===== config.mk =====
export PLATFORM = sky130hd
export DESIGN_NAME = uart_rx_fifo
export DESIGN_NICKNAME = d
export VERILOG_FILES = /design/src/rtl/uart_rx_fifo.sv
export SDC_FILE = /design/constraint.sdc
export NUM_CORES = 1
export LEC_CHECK = 0
export CAP_MARGIN = 5
export CORE_UTILIZATION = 40
export CTS_CLUSTER_DIAMETER = 200
export CTS_CLUSTER_SIZE = 8
export DETAILED_ROUTE_END_ITERATION = 7
export GPL_TIMING_DRIVEN = 1
export HOLD_SLACK_MARGIN = 0.08
export PLACE_DENSITY = 0.68
export SETUP_SLACK_MARGIN = 0.3
export SYNTH_ARGS = -nofsm -noshare
export SYNTH_HDL_FRONTEND = slang
export SYNTH_SLANG_ARGS = --single-unit

===== constraint.sdc =====
create_clock -name clk -period 2.3 [get_ports clk]
set_input_delay 0.46 -clock clk [delete_from_list [all_inputs] [get_ports clk]]
set_output_delay 0.46 -clock clk [all_outputs]
set_load 0.02 [all_outputs]

===== src/rtl/uart_rx_fifo.sv =====
// UART 8N1 receiver with show-ahead receive FIFO.
// Define UART_RX_PARITY_EN to add an even-parity bit between data and stop.
module uart_rx_fifo #(
    parameter int WAIT  = 16,
    parameter int DEPTH = 4
) (
    input  logic       clk,
    input  logic       reset,
    input  logic       uart_rx,
    output logic [7:0] rdata,
    output logic       rvalid,
    input  logic       rready,
    output logic       frame_err,
    output logic       overrun
);

    localparam int TW = $clog2(WAIT);
    localparam int AW = $clog2(DEPTH);

    localparam logic [TW-1:0] T_FULL = TW'(WAIT - 1);
    localparam logic [TW-1:0] T_HALF = TW'(WAIT / 2 - 1);
    localparam logic [TW-1:0] T_ONE  = TW'(1);
    localparam logic [AW:0]   P_ONE  = (AW + 1)'(1);

    localparam logic [2:0] S_IDLE   = 3'd0;
    localparam logic [2:0] S_START  = 3'd1;
    localparam logic [2:0] S_DATA   = 3'd2;
`ifdef UART_RX_PARITY_EN
    localparam logic [2:0] S_PARITY = 3'd3;
`endif
    localparam logic [2:0] S_STOP   = 3'd4;

    logic [1:0]    sync_q;
    logic [1:0]    sync_vld_q;
    logic          rx_s;
    logic [2:0]    state_q, state_d;
    logic [TW-1:0] tmr_q, tmr_d;
    logic [2:0]    idx_q, idx_d;
    logic [7:0]    shift_q, shift_d;
    logic          armed_q, armed_d;
    logic          par_ok;
    logic          push, bad;
    logic          frame_err_q, overrun_q;
    logic [AW:0]   wptr_q, rptr_q;
    logic [7:0]    mem_q [DEPTH];
    logic          full, empty, pop, wr_en;

`ifdef UART_RX_PARITY_EN
    logic par_q, par_d;
`endif

    assign rx_s = sync_q[1];

    // Two-flop synchronizer; sync_vld_q marks when rx_s reflects the real line
    always_ff @(posedge clk or posedge reset) begin
        if (reset) begin
            sync_q     <= 2'b11;
            sync_vld_q <= 2'b00;
        end else begin
            sync_q     <= {sync_q[0], uart_rx};
            sync_vld_q <= {sync_vld_q[0], 1'b1};
        end
    end

`ifdef UART_RX_PARITY_EN
    assign par_ok = ~(^shift_q ^ par_q);
`else
    assign par_ok = 1'b1;
`endif

    // Receiver next-state: start detect, mid-bit sampling, stop check
    always_comb begin
        state_d = state_q;
        tmr_d   = tmr_q;
        idx_d   = idx_q;
        shift_d = shift_q;
        armed_d = armed_q;
        push    = 1'b0;
        bad     = 1'b0;
`ifdef UART_RX_PARITY_EN
        par_d   = par_q;
`endif
        unique case (state_q)
            S_IDLE: begin
                if (rx_s) begin
                    if (sync_vld_q[1]) armed_d = 1'b1;
                end else if (armed_q) begin
                    state_d = S_START;
                    tmr_d   = T_HALF;
                    armed_d = 1'b0;
                end
            end
            S_START: begin
                if (tmr_q != '0) begin
                    tmr_d = tmr_q - T_ONE;
                end else if (!rx_s) begin
                    state_d = S_DATA;
                    tmr_d   = T_FULL;
                    idx_d   = 3'd0;
                end else begin
                    state_d = S_IDLE;
                end
            end
            S_DATA: begin
                if (tmr_q != '0) begin
                    tmr_d = tmr_q - T_ONE;
                end else begin
                    shift_d = {rx_s, shift_q[7:1]};
                    tmr_d   = T_FULL;
                    if (idx_q == 3'd7) begin
`ifdef UART_RX_PARITY_EN
                        state_d = S_PARITY;
`else
                        state_d = S_STOP;
`endif
                    end else begin
                        idx_d = idx_q + 3'd1;
                    end
                end
            end
`ifdef UART_RX_PARITY_EN
            S_PARITY: begin
                if (tmr_q != '0) begin
                    tmr_d = tmr_q - T_ONE;
                end else begin
                    par_d   = rx_s;
                    tmr_d   = T_FULL;
                    state_d = S_STOP;
                end
            end
`endif
            S_STOP: begin
                if (tmr_q != '0) begin
                    tmr_d = tmr_q - T_ONE;
                end else begin
                    state_d = S_IDLE;
                    if (rx_s && par_ok) begin
                        push    = 1'b1;
                        armed_d = 1'b1;
                    end else begin
                        bad = 1'b1;
                    end
                end
            end
            default: state_d = S_IDLE;
        endcase
    end

    // Receiver state registers
    always_ff @(posedge clk or posedge reset) begin
        if (reset) begin
            state_q <= S_IDLE;
            tmr_q   <= '0;
            idx_q   <= 3'd0;
            shift_q <= 8'h00;
            armed_q <= 1'b0;
`ifdef UART_RX_PARITY_EN
            par_q   <= 1'b0;
`endif
        end else begin
            state_q <= state_d;
            tmr_q   <= tmr_d;
            idx_q   <= idx_d;
            shift_q <= shift_d;
            armed_q <= armed_d;
`ifdef UART_RX_PARITY_EN
            par_q   <= par_d;
`endif
        end
    end

    assign empty = (wptr_q == rptr_q);
    assign full  = (wptr_q[AW] != rptr_q[AW]) &&
                   (wptr_q[AW-1:0] == rptr_q[AW-1:0]);
    assign pop   = !empty && rready;
    assign wr_en = push && (!full || pop);

    // FIFO pointers and one-cycle status pulses
    always_ff @(posedge clk or posedge reset) begin
        if (reset) begin
            wptr_q      <= '0;
            rptr_q      <= '0;
            frame_err_q <= 1'b0;
            overrun_q   <= 1'b0;
        end else begin
            if (wr_en) wptr_q <= wptr_q + P_ONE;
            if (pop)   rptr_q <= rptr_q + P_ONE;
            frame_err_q <= bad;
            overrun_q   <= push && full && !pop;
        end
    end

    // FIFO storage; contents are only visible through valid pointers
    always_ff @(posedge clk) begin
        if (wr_en) mem_q[wptr_q[AW-1:0]] <= shift_q;
    end

    assign rvalid    = !empty;
    assign rdata     = rvalid ? mem_q[rptr_q[AW-1:0]] : 8'h00;
    assign frame_err = frame_err_q;
    assign overrun   = overrun_q;

endmodule


==> results of run 1 <==
layer usage:
metal	global-route usage [%]	vias up	share of wire, %
met2	22.3	24	50
met5	0	-	0
li1	-	763	-
met1	16.5	777	45
met3	5.49	4	3.6
met4	5.76	0	0.88
critical path, delay by kind of cell, from the launching register on:
kind	cells	cell delay, ns
flops	1	0.40
mux	1	0.51
simple gates	1	0.15
buf+inv	2	0.28
cells by family after synthesis:
kind of cell | Yosys count | share of synthesized area [%]
buffers and inverters | 15 | 2.73
xor gates and xnor gates | 10 | 3.14
AOI/OAI and AO/OA | 19 | 4.70
muxes | 19 | 11.2
adders and majority gates | 8 | 3.58
other | 1 | 0.134
and+or+nand+nor | 56 | 12.2
DFF | 63 | 62.2
Yosys cell counts, types with 2 or more instances:
library cell | instances | share of area, %
nand3_1 | 5 | 0.90
nand2b_1 | 2 | 0.45
a21oi_1 | 4 | 0.72
ha_1 | 8 | 3.6
xor2_1 | 2 | 0.63
mux4_2 | 6 | 4.8
dfrtp_1 | 29 | 26
buf_2 | 7 | 1.3
and2_1 | 11 | 2.5
nor2_1 | 5 | 0.67
nor3b_1 | 2 | 0.54
and3_1 | 3 | 0.67
mux2_2 | 9 | 3.6
nor2_2 | 2 | 0.45
nor3_1 | 4 | 0.72
o21ai_0 | 5 | 0.90
edfxtp_1 | 32 | 34
inv_1 | 6 | 0.81
dfstp_2 | 2 | 1.9
a31oi_1 | 2 | 0.45
xnor2_1 | 8 | 2.5
mux4_1 | 2 | 1.9
nand2_1 | 10 | 1.3
nor2b_1 | 2 | 0.45
nor3b_2 | 3 | 1.3
stage by stage:
stage	instances	setup slack, ns
floorplan	191	0.366
global route	307	0.0956
detailed placement	288	0.0863
finish	307	0.170
global placement	288	0.0879
CTS	307	0.147
sequential cells by signal, indices dropped and copies added, names as in the netlist:
register / count
sync_vld_q: 2
state_q: 3
sync_q: 2
armed_q: 1
overrun: 1
shift_q: 8
mem_q: 32
idx_q: 3
rptr_q: 3
frame_err: 1
tmr_q: 4
wptr_q: 3
worst max-delay path by stage:
| stage | slack, ns | cells past startpoint | end |
|---|---|---|---|
| final | 0.17 | 4 | rdata[6] |
| after global placement | 0.09 | 4 | rdata[1] |
| after global routing | 0.1 | 6 | rdata[5] |
| after detailed placement | 0.09 | 4 | rdata[1] |
| after CTS | 0.15 | 4 | rdata[6] |
| after floorplan | 0.37 | 5 | mem_q[3][0] |
timing repair:
item / CTS / global route
setup buffers: 3 / 0
resized for setup: 61 / 7
pin swaps: 8 / 2
setup endpoints to repair: 41 / 41
gates cloned: 0 / 0
power by group through the flow:
stage / Clock, W / Combinational, W / Sequential (W)
global placement: 0 / 0.000349 / 0.00131
detailed placement: 0 / 0.000361 / 0.00131
CTS: 0.00107 / 0.000372 / 0.00129
finish: 0.00104 / 0.000377 / 0.00129
global route: 0.00112 / 0.000418 / 0.00130
floorplan: 0 / 0.000288 / 0.00130
area by class of cell:
cell class / count / area [um^2] / area share (%)
Inverter: 6 / 22.5 / 0.659
Multi-Input combinational cell: 113 / 1030 / 30.0
Clock buffer: 9 / 124 / 3.62
Sequential cell: 63 / 1740 / 50.9
Tap cell: 80 / 100 / 2.93
Clock inverter: 7 / 97.6 / 2.85
Timing Repair Buffer: 29 / 309 / 9.04
==> metrics.md, run 1 <==
| Metric | Value |
|---|---|
| Max VDD drop | about 0.00044 V |
| Post-route cell area | 3420 um^2 |
| Worst Clk Skew | approximately 0.010 ns |
| WS Path Type | reg -> out |
| First-pass DRT Iterations | 4 |
| Crit Path Max Fanout | 8 |
| Vias | 1568 |
| Tcrit/Tclk final | 92.6% |
| Max Slew Vio Count | 0 |
| CP max stage delay | 0.51 ns |
| ANT nets after route | 0 |
| Worst-Margin Slew | 0.563 ns |
| Maxcap violations | 0 |
| CTS sink count | 63 |
| Worst hold start | sync_q[0] |
| Pwr per Cell Area | 792 nW/um^2 |
| Post-placement cell area | 3120 um^2 |
| Initial core utilization | 41.4% |
| Slew margin rel. | 62.5% |
| Setup crit start kind | flip-flop |
| Int Pwr | 0.00202 W |
| Netlist cell types | 45 |
| Fmax achieved | approximately 470 MHz |
| Max Root-Sink Buffers | 2 |
| # DRC | 0 |
| Commonest cells after routing, fill and taps aside | edfxtp_1, dfrtp_1, nand2_1 |
| Hold Path Sink | sync_q[1] |
| Status | finished clean |
| Final Hold Fails | 0 |
| Core area | 6760 um^2 |
| Layout cells sized above 1 | 34.8% |
| I/O pin total | 15 |
| Worst EP arrival | 1.67 ns |
| Reg2Reg Setup Slack | ~0.4 ns |
| CP max-delay cell | mux4_2 |
| Vias in the first global route | 1605 |
| Ant. Diodes | 0 |
| Final Core Density | roughly 51% |
| Area Growth Syn to Fin | 22.4% |
| #FFs+latches synth | 63 |
| Critical Path Source | rptr_q[0] |
| Unrepaired setup endpoints after global routing | yes |
| Initial antenna violation count | 0 |
| GP Congestion | ~0.84 |
| Worst r2r dst | mem_q[0][6] |
| Hold Path Cell Cnt | 0 |
| Seq/Total Area, Yosys | 62.2% |
| Reg2Reg Depth | 7 |
| Via density | about 5.1 |
| Hold slack final | around 0.36 ns |
| Setup TNS | 0 ns |
| CTS tree | built |
| Net Sw Frac | about a quarter |
| Sequential cell fraction of total power | 47.8% |
| WL/cell | 14.7 um |
| Syn Inst Count | 191 |
| Power Total | 0.00271 W |
| Syn Nets | 203 |
| Clock Latency Late Sink | around 0.33 ns |
| Fillers | 561 |
| Nets | between 200 and 250 |
| Clock share of power | roughly two fifths |
| CTS root buffer | clkbuf_8 |
| Fin crit period | 2.13 ns |
| Leak | 1.39 nW |
| 1st-iter DRT viols | 53 |
| Hold buffers post-CTS | 0 |
| H-tree Lvls | 3 |
| Worst Hold Class | reg -> reg |
| DIE HEIGHT | around 86 um |
| Global Route Usage Sum | between 10% and 20% |
| FF-to-FF Start | tmr_q[0] |
| Net switching power | 0.000684 W |
| Standard-cell row count | 30 |
| CP required | 1.84 ns |
| Final setup viols | 0 |
| Syn Std Cell Area | 2790 um^2 |
| Buffers on Ports | 14 |
| Comb pwr share | 13.9% |
| First-pass GRT wire length | 7470 um |
| HPWL Detailed | 3040 um |
| Avg Inst Size Synth | 14.6 um^2 |
| Largest net degree at the start of global routing | 32 |
| Area of the die | approximately 7300 um^2 |
| Asr flop ratio synth | 49.2% |
| Die Wd | 85.6 um |
| Gr ovfl total | 0 |
| Crit. End Element | primary output |
| Clock edge transition at the registers on the reported setup and hold paths | 0.07 ns |
| Most common cell after layout, fill and taps aside | edfxtp_1 |
| Top FF cell, synth | edfxtp_1 |
| CTS buffer count | 9 |
| Crit path cell chain | buf_12 -> mux4_2 -> and2_4 -> buf_6 |
| Post-synth EDFFs | 32 |
| Synth warnings | 0 |
| Drt total wl | 4520 um |
(Power assumes the default switching activity.)
==> run 2, diff against run 1 <==
--- a/config.mk
+++ b/config.mk
@@ -7,10 +7,11 @@
 export LEC_CHECK = 0
 export CAP_MARGIN = 5
 export CORE_UTILIZATION = 40
+export CTS_BUF_LIST = sky130_fd_sc_hd__clkbuf_4
 export CTS_CLUSTER_DIAMETER = 200
 export CTS_CLUSTER_SIZE = 8
 export DETAILED_ROUTE_END_ITERATION = 7
-export GPL_TIMING_DRIVEN = 1
+export GPL_TIMING_DRIVEN = 0
 export HOLD_SLACK_MARGIN = 0.08
 export PLACE_DENSITY = 0.68
 export SETUP_SLACK_MARGIN = 0.3
==> constraint.sdc (replaced) <==
create_clock -name clk -period 2.3 [get_ports clk]
set_input_delay 0.23 -clock clk [delete_from_list [all_inputs] [get_ports clk]]
set_output_delay 0.23 -clock clk [all_outputs]
set_load 0.02 [all_outputs]
==> run 2 against run 1 <==
Power shrank 11%. Design area shrank 0.15%. Non-clock buffer count grew 4. Clock power shrank 27%. Worst setup slack gained 0.15 ns. Fmax grew 7.4%. Largest cell class unchanged.
==> metrics.md, run 2 (synthesis results as in run 1) <==
| Metric | Value |
|---|---|
| Status | finished clean (unchanged) |
| Maxcap violations | 0 (unchanged) |
| Setup TNS | 0 ns (unchanged) |
| Post-Layout Cell Count | 311 (was 307) |
| CTS sink count | 63 (unchanged) |
| Fmax achieved | 504 MHz (was 469 MHz) |
| Buffers on Ports | 14 (unchanged) |
| Area Growth Syn to Fin | 22.2% (was 22.4%) |
| CP required | 2.07 ns (was 1.84 ns) |
| Unrepaired setup endpoints after global routing | yes (unchanged) |
| Final setup viols | 0 (unchanged) |
| WS Path Type | reg -> out (unchanged) |
| # DRC | 0 (unchanged) |
| CTS buffer count | 9 (unchanged) |
| CTS root buffer | clkbuf_4 (was clkbuf_8) |
| Core area | 6760 um^2 (unchanged) |
| Setup crit start kind | flip-flop (unchanged) |
| Drt total wl | 4710 um (was 4520 um) |
| Worst Clk Skew | 0.0104 ns (was 0.0102 ns) |
| Leak | 1.38 nW (was 1.39 nW) |
| First-pass GRT wire length | 7690 um (was 7470 um) |
| Area of the die | 7320 um^2 (unchanged) |
| Post-Place Cells | 285 (was 288) |
| Commonest cells after routing, fill and taps aside | edfxtp_1, dfrtp_1, nand2_1, buf_6, and2_4 (was edfxtp_1, dfrtp_1, nand2_1) |
| Final Hold Fails | 0 (unchanged) |
| Tcrit/Tclk final | 86.2% (was 92.6%) |
| Nets | 238 (was 234) |
| Hold buffers post-CTS | 0 (unchanged) |
| Post-route cell area | 3410 um^2 (was 3420 um^2) |
| Die Wd | 85.6 um (unchanged) |
| 1st-iter DRT viols | 101 (was 53) |
| Crit. End Element | primary output (unchanged) |
| GRT Max-Usage Layer | met2 (unchanged) |
| Initial core utilization | 41.4% (unchanged) |
| Initial antenna violation count | 0 (unchanged) |
| Worst Hold Class | in -> async (was reg -> reg) |
| Pwr per Cell Area | 708 nW/um^2 (was 792 nW/um^2) |
| Largest net degree at the start of global routing | 32 (unchanged) |
| Ant. Diodes | 0 (unchanged) |
| Max Slew Vio Count | 0 (unchanged) |
| Gr ovfl total | 0 (unchanged) |
| HPWL Detailed | 2940 um (was 3040 um) |
| Final Core Density | 50.5% (was 50.6%) |
| Crit Path Max Fanout | 5 (was 8) |
| Worst EP arrival | 1.75 ns (was 1.67 ns) |
| I/O pin total | 15 (unchanged) |
| GR Util met2 | 22.4% (was 22.3%) |
| H-tree Lvls | 3 (unchanged) |
| Most common cell after layout, fill and taps aside | edfxtp_1 (unchanged) |
| GR Util met3 | 4.91% (was 5.49%) |
| Standard-cell row count | 30 (unchanged) |
| First-pass DRT Iterations | 4 (unchanged) |
| Clock edge transition at the registers on the reported setup and hold paths | 0.12 ns (was 0.07 ns) |
| Number of flip-flops in the largest register | 32 (unchanged) |
| Vias in the first global route | 1549 (was 1605) |
| Max Root-Sink Buffers | 2 (unchanged) |
| WL/cell | 15.1 um (was 14.7 um) |
| ANT nets after route | 0 (unchanged) |
| DIE HEIGHT | 85.6 um (unchanged) |
| Hold slack final | 0.113 ns (was 0.360 ns) |
| Post-placement cell area | 3030 um^2 (was 3120 um^2) |
| Clock Latency Late Sink | 0.40 ns (was 0.33 ns) |
| CTS tree | built (unchanged) |
| Max VDD drop | 0.000390 V (was 0.000438 V) |
| Global Route Usage Sum | 14.1% (was 13.8%) |
| GP Congestion | 0.772 (was 0.838) |
| Fin crit period | 1.98 ns (was 2.13 ns) |
| Via density | 5.09 (was 5.11) |
| Vias | 1584 (was 1568) |
| Met1 Use GR | 17.9% (was 16.5%) |
| Layout cells sized above 1 | 38.1% (was 34.8%) |
-- run 2: layout make-up --
class	instances	area (um^2)
flip-flops and latches	63	1740
inverters	6	22.5
repair buffers	24	270
fillers	568	3340
well taps	80	100
plain buffers	9	67.6
multi-input cells	113	1070
clock buffers	9	67.6
clock inverters	7	72.6
-- run 2: worst max-delay path, stage by stage (launching register included) --
cell and delay (ns):
dfrtp_2 0.43, clkbuf_16 0.17, mux4_2 0.49, and2_4 0.15
buf_6 0.12
-- run 2: power by group --
part	switching (W)	internal [W]	leakage [nW]
Sequential	0.0000600	0.00123	0.695
Combinational	0.000192	0.000175	0.624
Clock	0.000427	0.000330	0.0622
-- run 2: timing repair --
action / CTS / global route
pin swaps: 6 / 7
cloned: 1 / 0
buffers inserted: 4 / 4
gates resized for setup: 70 / 15
setup endpoints to repair: 42 / 44
-- run 2: final timing paths --
kind                            startpoint          end  slack, ns  cells after the start
worst max-delay path             rptr_q[0]     rdata[6]       0.32                      4
worst min-delay path                 reset   state_q[0]       0.11                      2
worst max register to register    tmr_q[1]  mem_q[3][2]       0.44                      6
worst min register to register   sync_q[0]    sync_q[1]       0.36                      0
max in group asynchronous            reset    sync_q[1]       1.65                      3
min in group clk                   uart_rx    sync_q[0]       0.23                      1
-- run 2: per-layer routing --
layer | vias up | wire [um]
met3 | 5 | 152
li1 | 771 | -
met4 | 0 | 23
met1 | 779 | 2140
met2 | 29 | 2390
met5 | - | 0
-- run 2: metrics by stage --
| step | setup slack, ns | power (W) |
|---|---|---|
| after floorplan | 0.366 | 0.00159 |
| after global placement | -0.0544 | 0.00165 |
| after detailed placement | -0.0321 | 0.00166 |
| after CTS | 0.238 | 0.00242 |
| after global routing | 0.216 | 0.00254 |
| final | 0.317 | 0.00242 |
==> run 3, diff against run 2 <==
--- a/config.mk
+++ b/config.mk
@@ -14,7 +14,7 @@
 export GPL_TIMING_DRIVEN = 0
 export HOLD_SLACK_MARGIN = 0.08
 export PLACE_DENSITY = 0.68
-export SETUP_SLACK_MARGIN = 0.3
+export SLEW_MARGIN = 20
 export SYNTH_ARGS = -nofsm -noshare
 export SYNTH_HDL_FRONTEND = slang
 export SYNTH_SLANG_ARGS = --single-unit
==> run 3 against run 2 <==
Worst setup slack got worse by 0.22 ns. Critical path type unchanged. Clock skew increased by 0.0044 ns. Critical path depth unchanged. Register-to-register slack got worse by 0.22 ns. Via count decreased by 0.38%. Sequential power about the same.
==> metrics.md, run 3 (synthesis results as in run 1) <==
| Metric | Value |
|---|---|
| Status | finished clean (unchanged) |
| Initial antenna violation count | 0 (unchanged) |
| Max Root-Sink Buffers | 2 (unchanged) |
| Vias | 1578 (was 1584) |
| Layout cells sized above 1 | 27.7% (was 38.1%) |
| Nets | 231 (was 238) |
| Final setup viols | 0 (unchanged) |
| CTS tree | built (unchanged) |
| Met2 routed WL | 2260 um (was 2390 um) |
| CTS sink count | 63 (unchanged) |
| CTS root buffer | clkbuf_4 (unchanged) |
| Area of the die | 7320 um^2 (unchanged) |
| Pwr per Cell Area | 727 nW/um^2 (was 708 nW/um^2) |
| Routed metal-1 wire length | 1980 um (was 2140 um) |
| Worst-Margin Slew | 0.626 ns |
| Die Wd | 85.6 um (unchanged) |
| Critical path's top delay family | multiplexers (unchanged) |
| WL/cell | 14.7 um (was 15.1 um) |
| Crit. End Element | primary output (unchanged) |
| Initial core utilization | 41.4% (unchanged) |
| Max Slew Vio Count | 0 (unchanged) |
| Area of the multi-input gates | 1040 um^2 (was 1070 um^2) |
| Worst EP arrival | 1.97 ns (was 1.75 ns) |
| Vias in the first global route | 1536 (was 1549) |
| Fin crit period | 2.20 ns (was 1.98 ns) |
| Bufs and invs on worst path | 2 (unchanged) |
| CP max-delay cell | mux4_1 (was mux4_2) |
| WS Path Type | reg -> out (unchanged) |
| Clock edge transition at the registers on the reported setup and hold paths | 0.12 ns (about the same) |
| GP Congestion | 0.772 (unchanged) |
| Slew margin rel. | 58.2% |
| I/O pin total | 15 (unchanged) |
| Drt total wl | 4460 um (was 4710 um) |
| Fmax achieved | 454 MHz (was 504 MHz) |
| Final Core Density | 48.8% (was 50.5%) |
| Via density | 5.19 (was 5.09) |
| CP max stage delay | 0.52 ns (was 0.49 ns) |
| Crit path cell chain | buf_12 -> mux4_1 -> and2_1 -> dlygate4sd2_1 (was clkbuf_16 -> mux4_2 -> and2_4 -> buf_6) |
| First-pass GRT wire length | 7540 um (was 7690 um) |
| H-tree Lvls | 3 (unchanged) |
| Gr ovfl total | 0 (unchanged) |
| Worst Clk Skew | 0.0149 ns (was 0.0104 ns) |
| Met3 wire len | 158 um (was 152 um) |
| Global Route Usage Sum | 13.9% (was 14.1%) |
| Max VDD drop | 0.000383 V (was 0.000390 V) |
| Commonest cells after routing, fill and taps aside | edfxtp_1, dfrtp_1, nand2_1 (was edfxtp_1, dfrtp_1, nand2_1, buf_6, and2_4) |
| Most common cell after layout, fill and taps aside | edfxtp_1 (unchanged) |
| Leak | 1.33 nW (was 1.38 nW) |
| Core area | 6760 um^2 (unchanged) |
| DIE HEIGHT | 85.6 um (unchanged) |
| Crit Path Max Fanout | 5 (unchanged) |
| Ant. Diodes | 0 (unchanged) |
| Buffers on Ports | 14 (unchanged) |
| Clock Latency Late Sink | 0.41 ns (was 0.40 ns) |
| Number of flip-flops in the largest register | 32 (unchanged) |
| Highest metal used | met4 (unchanged) |
| FF/Latch Area | 1740 um^2 (unchanged) |
| First-pass DRT Iterations | 4 (unchanged) |
| CTS buffer count | 9 (unchanged) |
| 1st-iter DRT viols | 95 (was 101) |
| Area Growth Syn to Fin | 17.9% (was 22.2%) |
| Fillers | 575 (was 568) |
| Tcrit/Tclk final | 95.9% (was 86.2%) |
| # DRC | 0 (unchanged) |
| CP required | 2.07 ns (about the same) |
| ANT nets after route | 0 (unchanged) |
| Maxcap violations | 0 (unchanged) |
| Final Hold Fails | 0 (unchanged) |
| Setup crit start kind | flip-flop (unchanged) |
| Standard-cell row count | 30 (unchanged) |
| HPWL Detailed | 2940 um (about the same) |
| Worst Hold Class | in -> async (unchanged) |
| Power Total | 0.00239 W (was 0.00242 W) |
| Largest net degree at the start of global routing | 32 (unchanged) |
[run 3: cell count changes in the layout (fill, tap and decap cells not counted), moves of 4 or more]
cell	previous run	this run
buf_6	10	0
buf_4	7	3
and2_1	1	8
and2_4	10	0
clkdlybuf4s15_1	0	6
[run 3: metrics by stage]
stage / std cells / TNS, ns / instance area (um^2) / setup WS [ns] / hold slack [ns]
after floorplan: 191 / 0 / 2790 / 0.366 / 0.234
after global placement: 285 / -0.434 / 3030 / -0.0544 / 0.340
after detailed placement: 285 / -0.255 / 3030 / -0.0321 / 0.348
after CTS: 301 / 0 / 3180 / 0.0224 / 0.189
after global routing: 304 / -0.00212 / 3290 / -0.00212 / 0.211
final: 304 / 0 / 3290 / 0.0951 / 0.202
[run 3: power breakdown]
part	switching [W]	total (W)	internal [W]	leakage, nW
clock network	0.000422	0.000752	0.000330	0.0622
registers	0.0000585	0.00129	0.00123	0.695
logic	0.000185	0.000349	0.000164	0.569
total	0.000665	0.00239	0.00173	1.33
[run 3: layout make-up]
| type | instances | share of cell area, % |
|---|---|---|
| inverters | 6 | 0.684 |
| clock buffers | 9 | 2.05 |
| clock inverters | 7 | 2.20 |
| repair buffers | 17 | 5.73 |
| flip-flops and latches | 63 | 52.8 |
| multi-input cells | 113 | 31.5 |
| plain buffers | 9 | 1.97 |
| well taps | 80 | 3.04 |
[run 3: what timing repair did]
| action | CTS | global route |
|---|---|---|
| buffers inserted | 0 | 2 |
| endpoints found under the hold margin | 0 | 0 |
| hold buffers | 0 | 0 |
| pin swaps | 0 | 1 |
| resized for setup | 15 | 15 |
| gates cloned | 0 | 1 |
| setup endpoints to repair | 17 | 41 |
[run 3: worst register-to-register path, cell delays in order, from the launching register on]
cell and delay (ns):
dfrtp_1 0.40, inv_1 0.08, ha_1 0.21, nor3b_4 0.32
nand4_2 0.21, nor2_2 0.24, and2_2 0.33
[run 3: routing by layer]
| metal | vias up | track usage, % |
|---|---|---|
| met5 | - | 0 |
| met4 | 0 | 5.45 |
| met3 | 10 | 4.91 |
| met2 | 34 | 21.6 |
| met1 | 776 | 17.9 |
| li1 | 758 | - |
[run 3: final timing paths]
path,start,to,slack (ns),depth (start not counted)
max in group asynchronous,reset,rptr_q[0],1.65,2
worst max-delay path,rptr_q[0],rdata[0],0.1,4
worst min-delay path,reset,state_q[0],0.20,2
min in group clk,uart_rx,sync_q[0],0.22,1
worst max register to register,tmr_q[0],mem_q[2][3],0.22,6
worst min register to register,sync_q[0],sync_q[1],0.36,0
